## src/rtl/mem_wb_if.sv

```systemverilog
// MEM->WB handshake bundle: MEM-stage results and pipeline control in, regfile write port and status out.
interface mem_wb_if #(
  parameter int ADDR_W = 5,
  parameter int DATA_W = 32,
  parameter int CNT_W  = 32
);
  logic              stall;
  logic              flush;
  logic              mem_valid;
  logic              mem_we;
  logic [ADDR_W-1:0] mem_waddr;
  logic [DATA_W-1:0] mem_alu;
  logic [2:0]        mem_load_op;
  logic [1:0]        mem_addr_lo;
  logic [DATA_W-1:0] mem_rdata;

  logic              wb_valid;
  logic              wb_we;
  logic [ADDR_W-1:0] wb_waddr;
  logic [DATA_W-1:0] wb_wdata;
  logic              wb_misalign;
  logic [CNT_W-1:0]  retire_cnt;

  modport master (
    output stall, flush, mem_valid, mem_we, mem_waddr, mem_alu,
           mem_load_op, mem_addr_lo, mem_rdata,
    input  wb_valid, wb_we, wb_waddr, wb_wdata, wb_misalign, retire_cnt
  );

  modport slave (
    input  stall, flush, mem_valid, mem_we, mem_waddr, mem_alu,
           mem_load_op, mem_addr_lo, mem_rdata,
    output wb_valid, wb_we, wb_waddr, wb_wdata, wb_misalign, retire_cnt
  );
endinterface

```

## src/rtl/mem_wb_stage.sv

```systemverilog
// MEM/WB pipeline register with big-endian load formatting, misalign flagging and retire counting.
// One-cycle latency; stall holds every WB output, flush inserts a bubble and wins over stall.
module mem_wb_stage #(
  parameter int ADDR_W = 5,
  parameter int DATA_W = 32,
  parameter int CNT_W  = 32
) (
  input logic    clk,
  input logic    rst,
  mem_wb_if.slave bus
);

  localparam logic [2:0] OP_LB  = 3'b001;
  localparam logic [2:0] OP_LBU = 3'b010;
  localparam logic [2:0] OP_LH  = 3'b011;
  localparam logic [2:0] OP_LHU = 3'b100;
  localparam logic [2:0] OP_LW  = 3'b101;

  logic [7:0]        byte_lane;
  logic [15:0]       half_lane;
  logic [DATA_W-1:0] fmt_data;
  logic              misalign;
  logic              wr_en;
  logic              retire;

  logic              valid_q;
  logic              we_q;
  logic [ADDR_W-1:0] waddr_q;
  logic [DATA_W-1:0] wdata_q;
  logic              misalign_q;
  logic [CNT_W-1:0]  cnt_q;

  // Lane 0 is the most significant byte of the word.
  always_comb begin
    byte_lane = 8'h00;
    case (bus.mem_addr_lo)
      2'd0: byte_lane = bus.mem_rdata[31:24];
      2'd1: byte_lane = bus.mem_rdata[23:16];
      2'd2: byte_lane = bus.mem_rdata[15:8];
      2'd3: byte_lane = bus.mem_rdata[7:0];
      default: byte_lane = 8'h00;
    endcase
  end

  assign half_lane = bus.mem_addr_lo[1] ? bus.mem_rdata[15:0] : bus.mem_rdata[31:16];

  always_comb begin
    fmt_data = bus.mem_alu;
    case (bus.mem_load_op)
      OP_LB:   fmt_data = {{(DATA_W-8){byte_lane[7]}}, byte_lane};
      OP_LBU:  fmt_data = {{(DATA_W-8){1'b0}}, byte_lane};
      OP_LH:   fmt_data = {{(DATA_W-16){half_lane[15]}}, half_lane};
      OP_LHU:  fmt_data = {{(DATA_W-16){1'b0}}, half_lane};
      OP_LW:   fmt_data = bus.mem_rdata;
      default: fmt_data = bus.mem_alu;
    endcase
  end

  always_comb begin
    misalign = 1'b0;
    case (bus.mem_load_op)
      OP_LH, OP_LHU: misalign = bus.mem_addr_lo[0];
      OP_LW:         misalign = (bus.mem_addr_lo != 2'd0);
      default:       misalign = 1'b0;
    endcase
  end

  // Misaligned loads still occupy WB (for the trap path) but never write or retire.
  assign wr_en  = bus.mem_valid & bus.mem_we & (|bus.mem_waddr) & ~misalign;
  assign retire = bus.mem_valid & ~misalign;

  always_ff @(posedge clk or posedge rst) begin
    if (rst) begin
      valid_q    <= 1'b0;
      we_q       <= 1'b0;
      waddr_q    <= '0;
      wdata_q    <= '0;
      misalign_q <= 1'b0;
      cnt_q      <= '0;
    end else if (bus.flush) begin
      valid_q    <= 1'b0;
      we_q       <= 1'b0;
      misalign_q <= 1'b0;
    end else if (!bus.stall) begin
      valid_q    <= bus.mem_valid;
      we_q       <= wr_en;
      waddr_q    <= bus.mem_waddr;
      wdata_q    <= fmt_data;
      misalign_q <= bus.mem_valid & misalign;
      if (retire) begin
        cnt_q <= cnt_q + CNT_W'(1);
      end
    end
  end

  assign bus.wb_valid    = valid_q;
  assign bus.wb_we       = we_q;
  assign bus.wb_waddr    = waddr_q;
  assign bus.wb_wdata    = wdata_q;
  assign bus.wb_misalign = misalign_q;
  assign bus.retire_cnt  = cnt_q;

endmodule
```

## src/flat_wrapper.sv

```systemverilog
// flat-port wrapper written by rule: the top's interface ports become plain ports
module mem_wb_stage_flat 
#(
  parameter int ADDR_W = 5,
  parameter int DATA_W = 32,
  parameter int CNT_W  = 32
)
  (clk, rst, bus_stall, bus_flush, bus_mem_valid, bus_mem_we, bus_mem_waddr, bus_mem_alu, bus_mem_load_op, bus_mem_addr_lo, bus_mem_rdata, bus_wb_valid, bus_wb_we, bus_wb_waddr, bus_wb_wdata, bus_wb_misalign, bus_retire_cnt);
  mem_wb_if #(.ADDR_W(ADDR_W), .DATA_W(DATA_W), .CNT_W(CNT_W)) bus_i ();
  input logic clk;
  input logic rst;
  input wire logic [$bits(bus_i.stall)-1:0] bus_stall;
  input wire logic [$bits(bus_i.flush)-1:0] bus_flush;
  input wire logic [$bits(bus_i.mem_valid)-1:0] bus_mem_valid;
  input wire logic [$bits(bus_i.mem_we)-1:0] bus_mem_we;
  input wire logic [$bits(bus_i.mem_waddr)-1:0] bus_mem_waddr;
  input wire logic [$bits(bus_i.mem_alu)-1:0] bus_mem_alu;
  input wire logic [$bits(bus_i.mem_load_op)-1:0] bus_mem_load_op;
  input wire logic [$bits(bus_i.mem_addr_lo)-1:0] bus_mem_addr_lo;
  input wire logic [$bits(bus_i.mem_rdata)-1:0] bus_mem_rdata;
  output wire logic [$bits(bus_i.wb_valid)-1:0] bus_wb_valid;
  output wire logic [$bits(bus_i.wb_we)-1:0] bus_wb_we;
  output wire logic [$bits(bus_i.wb_waddr)-1:0] bus_wb_waddr;
  output wire logic [$bits(bus_i.wb_wdata)-1:0] bus_wb_wdata;
  output wire logic [$bits(bus_i.wb_misalign)-1:0] bus_wb_misalign;
  output wire logic [$bits(bus_i.retire_cnt)-1:0] bus_retire_cnt;
  assign bus_i.stall = bus_stall;
  assign bus_i.flush = bus_flush;
  assign bus_i.mem_valid = bus_mem_valid;
  assign bus_i.mem_we = bus_mem_we;
  assign bus_i.mem_waddr = bus_mem_waddr;
  assign bus_i.mem_alu = bus_mem_alu;
  assign bus_i.mem_load_op = bus_mem_load_op;
  assign bus_i.mem_addr_lo = bus_mem_addr_lo;
  assign bus_i.mem_rdata = bus_mem_rdata;
  assign bus_wb_valid = bus_i.wb_valid;
  assign bus_wb_we = bus_i.wb_we;
  assign bus_wb_waddr = bus_i.wb_waddr;
  assign bus_wb_wdata = bus_i.wb_wdata;
  assign bus_wb_misalign = bus_i.wb_misalign;
  assign bus_retire_cnt = bus_i.retire_cnt;
  mem_wb_stage #(.ADDR_W(ADDR_W), .DATA_W(DATA_W), .CNT_W(CNT_W)) u_core (.clk(clk), .rst(rst), .bus(bus_i));
endmodule
```

## config.mk

```make
export PLATFORM = sky130hd
export DESIGN_NAME = mem_wb_stage_flat
export DESIGN_NICKNAME = d
export VERILOG_FILES = /design/src/rtl/mem_wb_if.sv /design/src/rtl/mem_wb_stage.sv /design/src/flat_wrapper.sv
export SDC_FILE = /design/constraint.sdc
export NUM_CORES = 1
export LEC_CHECK = 0
export CAP_MARGIN = 30
export CORE_AREA = 2 2 100 102
export CTS_BUF_LIST = sky130_fd_sc_hd__clkbuf_8
export CTS_CLUSTER_SIZE = 20
export DETAILED_ROUTE_END_ITERATION = 6
export DIE_AREA = 0 0 102 104
export GPL_ROUTABILITY_DRIVEN = 0
export PLACE_DENSITY = 0.76
export SYNTH_ARGS = -nofsm -noshare
export SYNTH_HDL_FRONTEND = slang
export SYNTH_SLANG_ARGS = --single-unit
```

## constraint.sdc

```tcl
create_clock -name clk -period 3.7 [get_ports clk]
set_clock_uncertainty 0.2 [all_clocks]
set_input_delay 0.74 -clock clk [delete_from_list [all_inputs] [get_ports clk]]
set_output_delay 0.74 -clock clk [all_outputs]
set_load 0.02 [all_outputs]
```

==> results.rst <==
.. list-table::
   :header-rows: 1

   * - Metric
     - Value
   * - Proportion of layout cells with a drive suffix above 1
     - 8.466%
   * - Signal arrival time at the worst endpoint
     - 2.96 ns
   * - Number of warnings reported in the yosys synthesis log
     - 0
   * - Yosys top cell by area
     - sky130_fd_sc_hd__dfrtp_1
   * - Post-synthesis to final-layout area growth
     - 47.69%
   * - Core box area
     - 9549 sq um
   * - Mean cell area of the mapped netlist
     - 9.446 sq um
   * - Clock period minus worst slack
     - 2.876 ns
   * - Cell area power density
     - 376.6 nW/um^2
   * - Final core utilization
     - 60.63%
   * - Final #Nets
     - 644
   * - Number of violations of the max-capacitance limit
     - 0
   * - Number of inserted diodes
     - 0
   * - Initial antenna violation count
     - 0
   * - Portion of netlist area occupied by mux cells
     - 5.203%
   * - Number of storage elements in the synthesis netlist
     - 72
   * - CTS clock-pin slew for the worst setup and hold paths
     - 0.08 ns
   * - Final clock period utilization by the worst path
     - 77.73%
   * - Number of antenna-violating nets in the routed design
     - 0
   * - Post-CTS setup repair buffer count
     - 0
   * - Post-route DRC
     - 0
   * - CTS Buffer Depth
     - 2
   * - Die W
     - 102 um
   * - I/O pin total
     - 152
   * - Simple-gate share of the synthesized area
     - 19.69%
   * - Top fanout value on the critical path
     - 14
   * - Post-synthesis compound-gate area fraction
     - 17.49%
   * - Number of distinct standard cells referenced by the synthesized netlist
     - 48
   * - Largest voltage drop on the vdd net
     - 0.2027 mV
   * - Total GRT Usage
     - 22.42%
   * - Post-DR wirelength/cell
     - 16.59 um
   * - Post-synth top flop
     - sky130_fd_sc_hd__dfrtp_1
   * - FFs w/ async S/R, synth
     - 100.0%
   * - Largest net degree at the start of global routing
     - 73
   * - Worst path setup slack after routing
     - 0.8239 ns
   * - CP top delay family
     - simple AND/OR/NAND/NOR gates
   * - Slew of the pin with the lowest slew margin
     - 0.9757 ns
   * - CTS tree
     - done
   * - CP Buf/Inv Count
     - 2
   * - # H-tree levels
     - 3
   * - Clock latency reported for the late side of the worst-skew pair
     - 0.34 ns
   * - Slowest stage delay, CP
     - 0.76 ns
   * - Portion of the post-synthesis area used by sequential elements
     - 45.96%
   * - HPWL after detailed placement
     - 8746 um
   * - Ordered cell list for the critical path
     - clkdlybuf4s50_1 > nand2b_1 > nor2_1 > buf_4 > a221oi_1 > o211ai_1 > o21a_1
   * - First-pass GRT wire length
     - 18810 um
   * - Net count of the mapped netlist
     - 496
   * - Final hold violations
     - 0
   * - Via count of the first global-routing pass
     - 3769
   * - Hold crit path type
     - flip-flop to flip-flop
   * - Fraction of post-synthesis cell area in the top cell type by area
     - 45.96%
   * - Maximum operating frequency
     - 347.7 MHz
   * - Die Area
     - 10610 sq um
   * - Std-Cell Rows
     - 36
   * - Worst slew margin relative to its limit
     - 34.71%
   * - RSZ-0062 raised after global routing
     - no
   * - Cell with the most instances after synthesis
     - sky130_fd_sc_hd__dfrtp_1
   * - Classification of the worst setup path
     - input port to flip-flop
   * - Run status
     - finished, final reports clean
   * - Final Routed Wirelength
     - 11610 um
   * - Die span in y
     - 104 um
   * - Number of buffers inserted during clock tree synthesis
     - 9
   * - Cell area after synthesis
     - 3920 sq um
   * - Final number of max-transition violations
     - 0
   * - Top area cells in the synthesized netlist
     - sky130_fd_sc_hd__dfrtp_1 (46%), sky130_fd_sc_hd__xnor2_1 (6.0%), sky130_fd_sc_hd__nand2_1 (5.5%)
   * - Hold bufs inserted after CTS
     - 0
   * - Worst setup timing slack at the placement stage
     - 0.5066 ns
   * - Detailed Route Iter0 Violations
     - 125
   * - Commonest cells in the netlist
     - sky130_fd_sc_hd__dfrtp_1 (72), sky130_fd_sc_hd__nand2_1 (57), sky130_fd_sc_hd__o21ai_0 (41)
   * - Dpl cells
     - 685
   * - Port Buf Inserts
     - 151
   * - Number of cells in the finished layout apart from fillers
     - 700
   * - Total gr overflow
     - 0
   * - Post-synth EDFFs
     - 0
   * - Combinational family with the most area after synthesis
     - simple AND/OR/NAND/NOR gates
   * - TritonCTS sink count
     - 72
   * - Kind of launch point of the worst setup path
     - input port
   * - Clock root buffer
     - sky130_fd_sc_hd__clkbuf_8
   * - Endpoint kind of the worst setup timing path
     - flip-flop
   * - Post-Synth XOR/XNOR Area
     - 7.341%
   * - Effective utilization at floorplan
     - 41.05%
   * - Via/cell ratio
     - 5.390
   * - TNS Setup
     - 0 ns
   * - Number of instances resized during post-cts repair
     - 0
   * - Total leakage power
     - 0.002304 uW
   * - Vias after detailed routing
     - 3773
   * - Total iterations of the first detailed-routing run
     - 4
   * - Cell count after synthesis
     - 415
   * - Slowest-stage cell, CP
     - sky130_fd_sc_hd__nor2_1
   * - Finish-stage setup viols
     - 0
   * - Endpoint required time on the critical path
     - 3.79 ns
   * - Area share of fa/ha/maj cells after synthesis
     - 0.5745%
==> logic make-up (layout without fill, tap and decap cells) <==
logic type | count (synthesis) | after routing
adder cells (fa/ha/maj) | 2 | 2
flip-flops | 72 | 72
multiplexers | 18 | 18
buffers and inverters | 36 | 188
XOR/XNOR | 32 | 32
AO/OA/AOI/OAI | 103 | 103
AND/OR/NAND/NOR | 152 | 152
==> final cells by class <==
class / count / area (sq um)
Timing Repair Buffer: 164 / 1622
Multi-Input combinational cell: 307 / 1979
Clock buffer: 9 / 123.9
Clock inverter: 6 / 62.56
Fill cell: 851 / 3760
Inverter: 9 / 33.78
Tap cell: 133 / 166.4
Sequential cell: 72 / 1802
==> flip-flops by register name (all words and copies together), names as in the netlist <==
register	count
u_core.bus.wb_misalign	1
u_core.bus.wb_valid	1
u_core.bus.wb_wdata	32
u_core.bus.retire_cnt	32
u_core.bus.wb_we	1
u_core.bus.wb_waddr	5
==> worst register-to-register path: stages, from the launching register on <==
cell and delay, ns:
sky130_fd_sc_hd__dfrtp_1 0.47, sky130_fd_sc_hd__and4_1 0.28, sky130_fd_sc_hd__and3_1 0.33, sky130_fd_sc_hd__nand3_1 0.25, sky130_fd_sc_hd__or3_4 0.46, sky130_fd_sc_hd__xnor2_2 0.13
==> worst paths after layout <==
kind                                     startpoint                         to  slack [ns]  cells after the start
max in group asynchronous                       rst     u_core.bus.wb_wdata[9]        2.38                      3
setup reg to reg           u_core.bus.retire_cnt[8]  u_core.bus.retire_cnt[31]        1.47                      5
setup / recovery                 bus_mem_load_op[2]     u_core.bus.wb_wdata[3]        0.82                      7
hold reg to reg             u_core.bus.wb_wdata[12]    u_core.bus.wb_wdata[12]        0.29                      2
min in group asynchronous                       rst  u_core.bus.retire_cnt[21]        0.57                      3
hold / removal              u_core.bus.wb_wdata[12]    u_core.bus.wb_wdata[12]        0.29                      2
==> where the power goes <==
group / internal [uW] / switching [uW]
combinational: 320 / 316
sequential: 873 / 65.0
clock: 305 / 301
total: 1500 / 682
==> layer usage <==
metal | routed length [um] | GRT usage [%]
met5 | 0 | 0
met4 | 156 | 6.381
met3 | 928 | 5.242
met2 | 5791 | 37.59
met1 | 4735 | 28.67
==> metrics by stage <==
stage	area, sq um	hold WS (ns)	total power [uW]
2_1_floorplan	3920	0.3894	1248
3_5_place_dp	5603	0.2676	1591
5_1_grt	5789	0.3062	2289
3_3_place_gp	5603	0.2627	1581
6_report	5789	0.2856	2180
4_1_cts	5789	0.2874	2200
==> cells in the final DEF, fill, tap and decap left out, types with 10 or more instances in the layout <==
cell	count
sky130_fd_sc_hd__nand3_1	16
sky130_fd_sc_hd__o21ai_0	41
sky130_fd_sc_hd__xnor2_1	27
sky130_fd_sc_hd__nand2_1	57
sky130_fd_sc_hd__dfrtp_1	72
sky130_fd_sc_hd__nand4_1	11
sky130_fd_sc_hd__a21oi_1	10
sky130_fd_sc_hd__a221oi_1	24
sky130_fd_sc_hd__buf_4	12
sky130_fd_sc_hd__nor2_1	29
sky130_fd_sc_hd__clkdlybuf4s50_1	151
No activity file was read; power rests on OpenSTA's default activity.
